[src/rtl/i4_vector_sequencer_if.sv]
// Bundle between the i4 vector sequencer, its chunk source, the i4 core and the response sink.
// VEC_TOGGLE_COUNT_EN adds the toggle_cnt signal.
interface i4_vector_sequencer_if #(
    parameter int IN_W    = 192,
    parameter int OUT_W   = 6,
    parameter int CHUNK_W = 16
);
    // Valid/ready: a transfer happens on a rising edge where valid && ready. The sender
    // holds data stable while valid is high and unaccepted; ready may depend on state only.
    logic               in_valid;
    logic               in_ready;
    logic [CHUNK_W-1:0] in_data;
    logic [7:0]         settle_cfg;
    logic [IN_W-1:0]    pi_vec;
    logic [OUT_W-1:0]   po_vec;
    logic               rsp_valid;
    logic               rsp_ready;
    logic [OUT_W-1:0]   rsp_data;
    logic               busy;
    logic [1:0]         state_dbg;
`ifdef VEC_TOGGLE_COUNT_EN
    logic [7:0]         toggle_cnt;
`endif

    modport master (
        output in_valid, in_data, settle_cfg, po_vec, rsp_ready,
        input  in_ready, pi_vec, rsp_valid, rsp_data, busy, state_dbg
`ifdef VEC_TOGGLE_COUNT_EN
        , input toggle_cnt
`endif
    );

    modport slave (
        input  in_valid, in_data, settle_cfg, po_vec, rsp_ready,
        output in_ready, pi_vec, rsp_valid, rsp_data, busy, state_dbg
`ifdef VEC_TOGGLE_COUNT_EN
        , output toggle_cnt
`endif
    );
endinterface

[src/rtl/i4_vector_sequencer.sv]
// Loads a wide stimulus vector in chunks, applies it to the i4 core in one edge, settles,
// captures po and returns it. Optional macro VEC_TOGGLE_COUNT_EN adds a toggle counter.
module i4_vector_sequencer #(
    parameter int IN_W       = 192,
    parameter int OUT_W      = 6,
    parameter int CHUNK_W    = 16,
    parameter int SETTLE_CYC = 2
) (
    input logic clk,
    input logic rst,
    i4_vector_sequencer_if.slave bus
);
    localparam int NCHUNK = IN_W / CHUNK_W;
    localparam int IDX_W  = (NCHUNK > 1) ? $clog2(NCHUNK) : 1;
    localparam logic [IDX_W-1:0] LAST_IDX = IDX_W'(NCHUNK - 1);

    typedef enum logic [1:0] {LOAD = 2'd0, APPLY = 2'd1, SETTLE = 2'd2, RESP = 2'd3} state_t;

    state_t             state, state_next;
    logic [IDX_W-1:0]   idx;
    logic               full;
    logic [IN_W-1:0]    shadow;
    logic [IN_W-1:0]    pi_q;
    logic [7:0]         settle_cnt;
    logic [OUT_W-1:0]   rsp_q;
    logic               rsp_v;
    logic               in_ready_c;
    logic               xfer;
    logic               last_xfer;
    logic               rsp_hs;
    logic [7:0]         settle_eff;

    always_comb begin
        in_ready_c = 1'b0;
        state_next = state;
        // While a response is pending the shadow can take one full vector, then stalls.
        in_ready_c = (state == LOAD) || ((state == RESP) && !full);
        xfer       = bus.in_valid && in_ready_c;
        last_xfer  = xfer && (idx == LAST_IDX);
        rsp_hs     = rsp_v && bus.rsp_ready;
        settle_eff = (bus.settle_cfg != 8'd0) ? bus.settle_cfg : 8'(SETTLE_CYC);
        case (state)
            LOAD:    if (last_xfer) state_next = APPLY;
            APPLY:   state_next = SETTLE;
            SETTLE:  if (settle_cnt <= 8'd1) state_next = RESP;
            RESP:    if (rsp_hs) state_next = (full || last_xfer) ? APPLY : LOAD;
            default: state_next = LOAD;
        endcase
    end

    always_ff @(posedge clk) begin
        if (rst) begin
            state      <= LOAD;
            idx        <= '0;
            full       <= 1'b0;
            shadow     <= '0;
            pi_q       <= '0;
            settle_cnt <= 8'd0;
            rsp_q      <= '0;
            rsp_v      <= 1'b0;
        end else begin
            state <= state_next;
            if (xfer) begin
                shadow[idx*CHUNK_W +: CHUNK_W] <= bus.in_data;
                idx <= last_xfer ? '0 : idx + 1'b1;
            end
            if ((state == RESP) && last_xfer && !rsp_hs) full <= 1'b1;
            case (state)
                APPLY: begin
                    pi_q       <= shadow;
                    settle_cnt <= settle_eff;
                    full       <= 1'b0;
                end
                SETTLE: begin
                    if (settle_cnt <= 8'd1) begin
                        rsp_q <= bus.po_vec;
                        rsp_v <= 1'b1;
                    end else begin
                        settle_cnt <= settle_cnt - 8'd1;
                    end
                end
                RESP: if (rsp_hs) rsp_v <= 1'b0;
                default: ;
            endcase
        end
    end

`ifdef VEC_TOGGLE_COUNT_EN
    logic [7:0] toggle_q;
    logic [7:0] pop_c;

    // Hamming distance between the vector about to be applied and the one on the core now.
    always_comb begin
        pop_c = 8'd0;
        for (int k = 0; k < IN_W; k++) pop_c = pop_c + 8'(shadow[k] ^ pi_q[k]);
    end

    always_ff @(posedge clk) begin
        if (rst)                 toggle_q <= 8'd0;
        else if (state == APPLY) toggle_q <= pop_c;
    end

    assign bus.toggle_cnt = toggle_q;
`endif

    assign bus.in_ready  = in_ready_c;
    assign bus.pi_vec    = pi_q;
    assign bus.rsp_valid = rsp_v;
    assign bus.rsp_data  = rsp_q;
    assign bus.busy      = !((state == LOAD) && (idx == '0));
    assign bus.state_dbg = state;
endmodule

[src/flat_wrapper.sv]
// flat-port wrapper written by rule: the top's interface ports become plain ports
module i4_vector_sequencer_flat 
#(
    parameter int IN_W       = 192,
    parameter int OUT_W      = 6,
    parameter int CHUNK_W    = 16,
    parameter int SETTLE_CYC = 2
)
  (clk, rst, bus_in_valid, bus_in_data, bus_settle_cfg, bus_po_vec, bus_rsp_ready, bus_in_ready, bus_pi_vec, bus_rsp_valid, bus_rsp_data, bus_busy, bus_state_dbg);
  i4_vector_sequencer_if #(.IN_W(IN_W), .OUT_W(OUT_W), .CHUNK_W(CHUNK_W)) bus_i ();
  input logic clk;
  input logic rst;
  input wire logic [$bits(bus_i.in_valid)-1:0] bus_in_valid;
  input wire logic [$bits(bus_i.in_data)-1:0] bus_in_data;
  input wire logic [$bits(bus_i.settle_cfg)-1:0] bus_settle_cfg;
  input wire logic [$bits(bus_i.po_vec)-1:0] bus_po_vec;
  input wire logic [$bits(bus_i.rsp_ready)-1:0] bus_rsp_ready;
  output wire logic [$bits(bus_i.in_ready)-1:0] bus_in_ready;
  output wire logic [$bits(bus_i.pi_vec)-1:0] bus_pi_vec;
  output wire logic [$bits(bus_i.rsp_valid)-1:0] bus_rsp_valid;
  output wire logic [$bits(bus_i.rsp_data)-1:0] bus_rsp_data;
  output wire logic [$bits(bus_i.busy)-1:0] bus_busy;
  output wire logic [$bits(bus_i.state_dbg)-1:0] bus_state_dbg;
  assign bus_i.in_valid = bus_in_valid;
  assign bus_i.in_data = bus_in_data;
  assign bus_i.settle_cfg = bus_settle_cfg;
  assign bus_i.po_vec = bus_po_vec;
  assign bus_i.rsp_ready = bus_rsp_ready;
  assign bus_in_ready = bus_i.in_ready;
  assign bus_pi_vec = bus_i.pi_vec;
  assign bus_rsp_valid = bus_i.rsp_valid;
  assign bus_rsp_data = bus_i.rsp_data;
  assign bus_busy = bus_i.busy;
  assign bus_state_dbg = bus_i.state_dbg;
  i4_vector_sequencer #(.IN_W(IN_W), .OUT_W(OUT_W), .CHUNK_W(CHUNK_W), .SETTLE_CYC(SETTLE_CYC)) u_core (.clk(clk), .rst(rst), .bus(bus_i));
endmodule
[config.mk]
export PLATFORM = sky130hd
export DESIGN_NAME = i4_vector_sequencer_flat
export DESIGN_NICKNAME = d
export VERILOG_FILES = /design/src/rtl/i4_vector_sequencer_if.sv /design/src/rtl/i4_vector_sequencer.sv /design/src/flat_wrapper.sv
export SDC_FILE = /design/constraint.sdc
export NUM_CORES = 1
export LEC_CHECK = 0
export CORE_MARGIN = 3
export CORE_UTILIZATION = 30
export DETAILED_ROUTE_END_ITERATION = 8
export GPL_TIMING_DRIVEN = 0
export PLACE_DENSITY = 0.5
export SLEW_MARGIN = 20
export SYNTH_ARGS = -nofsm -noshare
export SYNTH_HDL_FRONTEND = slang
export SYNTH_SLANG_ARGS = --single-unit
[constraint.sdc]
create_clock -name clk -period 8.9 [get_ports clk]
set_input_delay 2.225 -clock clk [delete_from_list [all_inputs] [get_ports clk]]
set_output_delay 2.225 -clock clk [all_outputs]
set_load 0.05 [all_outputs]
==> results.cfg, run 1 <==
[status]
status = finished clean

[yosys]
syn_area_um2 = 15750
synth_flop_cell = dfxtp_1
async_flop_share_pct = 0
syn_nets = 1687
synth_top_area_share_pct = 51.60
synth_cell_type_count = 58
synth_top_area_cell = dfxtp_1
ys_top_cells_by_area = dfxtp_1 52%, mux2i_1 20%, nand2_1 5.0%, nor2_1 4.9%, clkbuf_1 2.2%
postSynthAreaPerCell_um2 = 9.587
synthCells = 1643
ys_seq_elements = 406
synth_edf_count = 0
synth_seq_area_share_pct = 51.60
ys_warn_count = 0

[setup_path]
crit_chain = clkbuf_1 -> inv_1 -> ha_1 -> clkbuf_2 -> nand3_1 -> clkdlybuf4s50_1
reg2reg_slack_ns = 4.70
cp.required_ns = 6.68
rr_startpoint = u_core.idx[0]$_SDFFE_PP0P_
worst-path-max-fanout = 10
r2r_cells = 10
crit_family = buffers and inverters
end_kind = output pin
path_buf_inv = 4
cpPeakStageDelay_ns = 0.83
startpoint = u_core.idx[0]$_SDFFE_PP0P_
start_kind = flop
worstReg2RegEnd = u_core.shadow[133]$_SDFFE_PP0P_
cp.arrival_ns = 2.92
cp_slowest_cell = clkdlybuf4s50_1
worst-setup-path-type = flop to output pin

[power_and_ir_drop]
ir_drop_v = 0.0001322
p_leak_nw = 7.160
power.density_nw_per_um2 = 221.1

[timing]
slew_headroom_pct = 25.72
skew_ns = 0.01465
clock.fmax_ghz = 0.1943
period_minus_slack_ns = 5.148
final_max_slew_viol_count = 0
setup_tns_ns = 0
hold_violations = 0
finalCritPeriodShare_pct = 57.84
setup_viol = 0
worstMarginPinSlew_ns = 1.106
whs_ns = 0.4573
rsz0062_at_grt = no

[global_route]
grt.total_usage_pct = 19.02
grt_pass1_wl_mm = 80.42
overflow = 0
grt_max_degree = 13
antenna_found_initial = 0
grt_pass1_vias = 12530

[routing]
via_count = 12670
viasPerCell = 4.820
drcViolationCount = 0
wire_per_inst_um = 20.60
ant_nets = 0
drtIter0Drc = 744
firstDrtPassIters = 5
wl_mm = 54.15

[die]
die-area_um2 = 55290
die_h_um = 235.1
initial_core_util_pct = 30.52
core_region_area_um2 = 51610
io_pins = 237
fp.dieW_um = 235.1
core.rowCount = 83

[clock_tree]
clockBufferDepth = 3
path_clk_slew_ns = 0.06
post_cts_buffers = 0
cts.repair.resized = 0
cts_buffers = 46
cts_tree = yes
root_buffer = clkbuf_16
clk_latency_ns = 0.58
ctsHoldBuffers = 0
clock-sinks = 406
cts.htree.levels = 2

[layout]
area_growth_pct = 29.69
drive_gt1_share_pct = 6.879
num_antenna_cells = 0
nets = 1958

[min_path]
hold_path_end = u_core.bus.rsp_data[4]$_SDFFE_PP0P_
whs_path_depth = 2
min_path_type = flop to flop
hold_start = u_core.bus.rsp_data[4]$_SDFFE_PP0P_

[placed_design]
dp_hpwl_mm = 38.79
port_buffers = 223
gp_congestion = 0.8539

[flow_run]
drv_cap = 0
[synthesized netlist by cell type, types with 9 or more instances]
master and number:
nor4_1 16, buf_2 9, nand4_1 25, a31o_2 11, dfxtp_1 406, clkbuf_1 93
mux2_2 11, nor3_1 15, nand2_1 210, nor2b_1 21, o21ai_0 48, buf_1 21
nand3_1 62, mux2i_1 321, nor2_1 206, ha_1 10, inv_1 14, a21oi_1 61
[cell families after synthesis]
logic type / synth area share [%]
adders and majority gates: 0.7943
xor gates and xnor gates: 0.2860
muxes: 21.19
DFF: 51.60
and+or+nand+nor: 16.41
buffers and inverters: 3.837
AOI/OAI and AO/OA: 5.886
[cells in the final DEF, fill, tap and decap left out, drive strengths merged, types with 4 or more instances in the layout]
cell type,count
a211oi,4
nand3,62
o21ai,48
clkbuf,167
nand2b,5
dfxtp,406
nor2,208
nor4,16
nor3,15
ha,10
a31o,12
or3,4
buf,36
and3,6
clkinv,8
inv,14
nor2b,21
mux2,11
nand2,212
mux2i,321
bufinv,5
nand4,25
clkdlybuf4s50,223
a21oi,61
o2111ai,4
[worst reg2reg max path, stage by stage, from the launching register on]
cell and delay [ns]:
dfxtp_1 0.33, clkbuf_1 0.35, clkbuf_1 0.48, clkbuf_1 0.48, nor3_1 0.13, ha_1 0.38, clkbuf_1 0.40, nor2b_1 0.22
nand3_1 0.17, nor3_1 0.74, mux2_2 0.41
[layout make-up]
type,count,area [um2]
plain buffers,135,560.5
clock buffers,68,1355
clock inverters,14,224.0
fillers,5208,31180
inverters,14,52.55
multi-input cells,1088,7025
flip-flops and latches,406,8128
well taps,680,850.8
repair buffers,223,2232
[report_power, final]
| group | internal (mW) | total (mW) | switching, mW |
|---|---|---|---|
| sequential | 1.83 | 1.85 | 0.0173 |
| combinational | 0.236 | 0.698 | 0.462 |
| clock | 1.20 | 1.97 | 0.770 |
| total | 3.27 | 4.52 | 1.25 |
[how the worst max path moves through the flow]
stage / to / cells after the start
finish: bus_busy / 6
global route: bus_busy / 6
CTS: bus_busy / 6
detailed placement: u_core.shadow[62]$_SDFFE_PP0P_ / 7
global placement: u_core.shadow[61]$_SDFFE_PP0P_ / 7
floorplan: bus_in_ready / 5
[flip-flops by register name, indices dropped and copies added (netlist names)]
name / cells
u_core.shadow: 192
u_core.full: 1
u_core.settle_cnt: 8
u_core.bus.state_dbg: 2
u_core.bus.pi_vec: 192
u_core.bus.rsp_data: 6
u_core.bus.rsp_valid: 1
u_core.idx: 4
[layer usage]
layer	wire [um]	part of all wire [%]	GRT usage, %
met2	25220	47	31.32
met1	24500	45	25.06
met5	0	0	0
met4	1064	2.0	5.120
met3	3366	6.2	4.417
[through the flow]
stage | instance area (um2) | power, mW | setup slack (ns) | util [%] | instances
after floorplan | 15750 | 2.374 | 4.934 | - | 1643
after global placement | 18830 | 2.585 | 4.081 | 36.49 | 2546
after detailed placement | 18840 | 2.588 | 4.027 | 36.51 | 2546
after CTS | 20420 | 4.573 | 3.768 | 39.57 | 2628
after global routing | 20430 | 4.691 | 3.578 | 39.58 | 2628
final | 20430 | 4.517 | 3.752 | 39.58 | 2628
(Power assumes the default switching activity.)
==> inputs of run 2 (changes only) <==
PLACE_DENSITY = 0.52   (was 0.5)
clock period = 4.4 ns   (was 8.9 ns; I/O delays follow)
==> results.cfg, run 2 (synthesis gave the netlist of run 1 again) <==
[layout]
mostFrequentLayoutCell = dfxtp_1
multi_input_area_um2 = 7036
seqCellArea_um2 = 8128
nets = 1957
drive_gt1_share_pct = 6.725
fillCellCount = 5154
area_growth_pct = 29.14
stdcell_area_um2 = 20340
num_antenna_cells = 0
mostFrequentLayoutCells = 406 x dfxtp_1, 321 x mux2i_1, 223 x clkdlybuf4s50_1

[routing]
wire_per_inst_um = 20.49
drtIter0Drc = 740
via_count = 12620
wl_mm = 53.84
drcViolationCount = 0
ant_nets = 0
firstDrtPassIters = 5
viasPerCell = 4.801

[setup_path]
cp.arrival_ns = 4.56
crit_top_cell = clkbuf_1
worstReg2RegEnd = u_core.shadow[60]$_SDFFE_PP0P_
r2r_cells = 11
rr_startpoint = u_core.idx[0]$_SDFFE_PP0P_
cp_slowest_cell = clkbuf_1
worst-setup-path-type = flop to flop
worst-path-max-fanout = 10
reg2reg_slack_ns = 0.32
cp.required_ns = 4.88
crit_chain = clkbuf_1 -> clkbuf_1 -> clkbuf_1 -> nor3_1 -> ha_1 -> clkbuf_1 -> inv_1 -> or2_2 -> nor2_2 -> buf_4 -> mux2i_1
end_kind = flop
start_kind = flop
cpPeakStageDelay_ns = 0.50

[die]
io_pins = 237
core.rowCount = 83
die_h_um = 235.1
initial_core_util_pct = 30.52
core_region_area_um2 = 51610
die-area_um2 = 55290
fp.dieW_um = 235.1

[clock_tree]
clock-sinks = 406
cts_buffers = 45
cts_tree = yes
cts.htree.levels = 2
clockBufferDepth = 3
post_cts_buffers = 0
clk_latency_ns = 0.56
path_clk_slew_ns = 0.06
root_buffer = clkbuf_16

[timing]
setup_viol = 0
whs_ns = 0.4531
clock.fmax_ghz = 0.2449
rsz0062_at_grt = no
hold_violations = 0
finalCritPeriodShare_pct = 92.79
worstMarginPinSlew_ns = 1.209
setup_tns_ns = 0
final_max_slew_viol_count = 0
skew_ns = 0.01709
period_minus_slack_ns = 4.083
slew_headroom_pct = 19.39

[placed_design]
dpl-instance-area_um2 = 18840
gp_congestion = 0.8854
port_buffers = 223
dp_hpwl_mm = 38.63

[min_path]
hold_start = u_core.bus.rsp_data[4]$_SDFFE_PP0P_
hold_path_end = u_core.bus.rsp_data[4]$_SDFFE_PP0P_
whs_path_depth = 2
min_path_type = flop to flop

[flow_run]
drv_cap = 0

[power_and_ir_drop]
switching_share_pct = 27.85
power.density_nw_per_um2 = 439.2
pwr-share-seq_pct = 41.9
power.clock.fraction_pct = 42.3
ir_drop_v = 0.0002549
internal-power_mw = 6.446
total_power_mw = 8.935
switching_power_mw = 2.489
p_leak_nw = 7.117
p_comb_share_pct = 15.8

[global_route]
overflow = 0
antenna_found_initial = 2
grt_pass1_wl_mm = 80.63
grt_max_degree = 13
grt_pass1_vias = 12690
grt.total_usage_pct = 18.97

[status]
status = finished clean
==> run 2: changes by cell type in the layout (fill, tap and decap cells not counted), moves of 2 or more <==
cell	delta
clkinv_2	+2
nor3_2	+2
nor3_1	-2
clkbuf_1	+4
clkinv_8	-2
bufinv_16	-3
==> run 2: worst max-delay path by stage <==
stage,start,cells past startpoint,slack (ns),to
2_1_floorplan,u_core.idx[0]$_SDFFE_PP0P_,10,1.35,u_core.shadow[133]$_SDFFE_PP0P_
3_3_place_gp,u_core.idx[0]$_SDFFE_PP0P_,10,0.43,u_core.shadow[137]$_SDFFE_PP0P_
3_5_place_dp,u_core.idx[0]$_SDFFE_PP0P_,10,0.34,u_core.shadow[137]$_SDFFE_PP0P_
4_1_cts,u_core.idx[0]$_SDFFE_PP0P_,10,0.33,u_core.shadow[139]$_SDFFE_PP0P_
5_1_grt,u_core.idx[0]$_SDFFE_PP0P_,11,0.01,u_core.shadow[54]$_SDFFE_PP0P_
6_report,u_core.idx[0]$_SDFFE_PP0P_,11,0.32,u_core.shadow[60]$_SDFFE_PP0P_
==> run 2: layout make-up <==
| cell class | instances | area share [%] |
|---|---|---|
| Clock buffer | 72 | 6.785 |
| Sequential cell | 406 | 39.96 |
| Buffer | 135 | 2.743 |
| Timing Repair Buffer | 223 | 10.97 |
| Inverter | 14 | 0.2583 |
| Tap cell | 680 | 4.183 |
| Multi-Input combinational cell | 1088 | 34.59 |
| Clock inverter | 10 | 0.5106 |
==> run 2: per-layer routing <==
layer  vias to the layer above  global-route usage, %  routed length, um
met5                         -                      0                 13
met4                         2                  6.177               1506
met3                        81                  4.651               3524
met2                       364                  31.39              25120
met1                      5999                  24.29              23680
li1                       6172                      -                  -
==> run 2: per-stage QoR <==
| step | setup WS [ns] | cells | utilization, % |
|---|---|---|---|
| floorplan | 1.347 | 1643 | - |
| global placement | 0.4301 | 2546 | 36.49 |
| detailed placement | 0.3421 | 2546 | 36.50 |
| CTS | 0.3308 | 2628 | 39.38 |
| global route | 0.01187 | 2628 | 39.41 |
| finish | 0.3172 | 2628 | 39.41 |
==> run 2: worst max-delay path: cells and delay by family (launching register included) <==
kind,cells,cell delay [ns]
adder cells (fa/ha/maj),1,0.37
buffers and inverters,6,2.20
flip-flops,1,0.33
multiplexers,1,0.22
AND/OR/NAND/NOR,3,0.90
==> run 2: timing repair <==
item,4_1_cts,5_1_grt
endpoints found under the setup margin,0,4
gates resized for setup,0,1
hold buffers,0,0
==> run 2: power by group through the flow <==
stage / sequential [mW] / clock [mW] / combinational (mW)
final: 3.74 / 3.78 / 1.41
after global placement: 3.82 / 0 / 1.40
after detailed placement: 3.82 / 0 / 1.41
after floorplan: 3.83 / 0 / 0.972
after global routing: 3.74 / 4.02 / 1.52
after CTS: 3.74 / 3.88 / 1.42
==> inputs of run 3 (changes only) <==
ABC_CLOCK_PERIOD_IN_PS = 4400   (was default)
CTS_BUF_LIST = sky130_fd_sc_hd__clkbuf_8 sky130_fd_sc_hd__clkbuf_16   (was default)
==> results.cfg, run 3 (synthesis gave the netlist of run 1 again) <==
[status]
status = finished clean

[timing]
skew_ns = 0.01832
setup_viol = 0
slew_headroom_pct = 18.11
rsz0062_at_grt = no
hold_violations = 0
period_minus_slack_ns = 4.074
final_max_slew_viol_count = 0
setup_tns_ns = 0
fin_ws_ns = 0.3264
clock.fmax_ghz = 0.2455
finalCritPeriodShare_pct = 92.58
worstMarginPinSlew_ns = 1.228

[min_path]
min_path_type = flop to flop

[global_route]
overflow = 0
grt_max_degree = 13
grt_pass1_wl_mm = 80.65
antenna_found_initial = 2
grt_pass1_vias = 12690
grt.total_usage_pct = 18.97

[clock_tree]
cts.htree.levels = 2
clockBufferDepth = 3
cts_buffers = 45
path_clk_slew_ns = 0.06
post_cts_buffers = 0
root_buffer = clkbuf_16
clk_latency_ns = 0.56
clock-sinks = 406
cts_tree = yes

[routing]
firstDrtPassIters = 5
viasPerCell = 4.824
drtIter0Drc = 721
ant_nets = 0
drcViolationCount = 0
wl_mm = 53.95
via_count = 12680
wire_per_inst_um = 20.53

[setup_path]
cp.required_ns = 4.88
end_kind = flop
cp_slowest_cell = clkbuf_1
crit_family = buffers and inverters
crit_top_cell = clkbuf_1
reg2reg_slack_ns = 0.33
worst-setup-path-type = flop to flop
path_buf_inv = 6
worst-path-max-fanout = 10
cp.arrival_ns = 4.56
cpPeakStageDelay_ns = 0.50
start_kind = flop
crit_chain = clkbuf_1 -> clkbuf_1 -> clkbuf_1 -> nor3_1 -> ha_1 -> clkbuf_1 -> inv_1 -> or2_2 -> nor2_2 -> buf_4 -> mux2i_1

[power_and_ir_drop]
ir_drop_v = 0.0002539
internal-power_mw = 6.413
total_power_mw = 8.908
p_leak_nw = 7.175
power.density_nw_per_um2 = 437.9
switching_share_pct = 28.01
pwr-share-seq_pct = 42.0
power.clock.fraction_pct = 42.1
switching_power_mw = 2.495
p_comb_share_pct = 15.9

[die]
die_h_um = 235.1
io_pins = 237
core.rowCount = 83
initial_core_util_pct = 30.52
die-area_um2 = 55290
fp.dieW_um = 235.1
core_region_area_um2 = 51610

[layout]
nets = 1957
num_antenna_cells = 0
mostFrequentLayoutCell = dfxtp_1
mostFrequentLayoutCells = 406 x dfxtp_1, 321 x mux2i_1, 223 x clkdlybuf4s50_1
area_growth_pct = 29.14
stdcell_area_um2 = 20340
utilization_pct = 39.41
drive_gt1_share_pct = 6.725

[placed_design]
post-place-ws_ns = 0.3421
dpl-instance-area_um2 = 18840
dp_hpwl_mm = 38.63
gp_congestion = 0.8854
port_buffers = 223

[flow_run]
drv_cap = 0
-- run 3: timing repair --
item / 4_1_cts / 5_1_grt
hold buffers: 0 / 0
setup endpoints to repair: 0 / 4
gates resized for setup: 0 / 1
-- run 3: through the flow --
step / hold slack [ns] / std cells
floorplan: 0.4344 / 1643
global placement: 0.4436 / 2546
detailed placement: 0.4470 / 2546
CTS: 0.4547 / 2628
global route: 0.4709 / 2628
finish: 0.4531 / 2628
-- run 3: final timing paths --
| path | endpoint | startpoint | cells after the start |
|---|---|---|---|
| setup / recovery | u_core.shadow[60]$_SDFFE_PP0P_ | u_core.idx[0]$_SDFFE_PP0P_ | 11 |
| hold / removal | u_core.bus.rsp_data[4]$_SDFFE_PP0P_ | u_core.bus.rsp_data[4]$_SDFFE_PP0P_ | 2 |
| setup reg to reg | u_core.shadow[60]$_SDFFE_PP0P_ | u_core.idx[0]$_SDFFE_PP0P_ | 11 |
| hold reg to reg | u_core.bus.rsp_data[4]$_SDFFE_PP0P_ | u_core.bus.rsp_data[4]$_SDFFE_PP0P_ | 2 |
-- run 3: area by class of cell --
| class | count | area (um2) |
|---|---|---|
| fillers | 5154 | 31270 |
| flip-flops and latches | 406 | 8128 |
| multi-input cells | 1088 | 7036 |
| repair buffers | 223 | 2232 |
| clock buffers | 58 | 1328 |
| well taps | 680 | 850.8 |
| plain buffers | 135 | 558.0 |
| clock inverters | 24 | 156.4 |
| inverters | 14 | 52.55 |
-- run 3: tightest hold or removal path, cell delays in order (launching register included) --
cell,delay (ns)
dfxtp_1,0.30
nand2_1,0.05
a21oi_1,0.05
-- run 3: power by group through the flow --
stage / combinational, mW / clock, mW / sequential, mW
finish: 1.42 / 3.75 / 3.74
detailed placement: 1.41 / 0 / 3.82
floorplan: 0.972 / 0 / 3.83
CTS: 1.42 / 3.85 / 3.74
global placement: 1.40 / 0 / 3.82
global route: 1.52 / 4.00 / 3.74
-- run 3: layer usage --
metal	GRT usage (%)	wire length, um	vias to the layer above
met5	0	13	-
met4	6.177	1512	2
met3	4.651	3387	82
met2	31.37	25140	368
met1	24.32	23900	6059
li1	-	-	6167
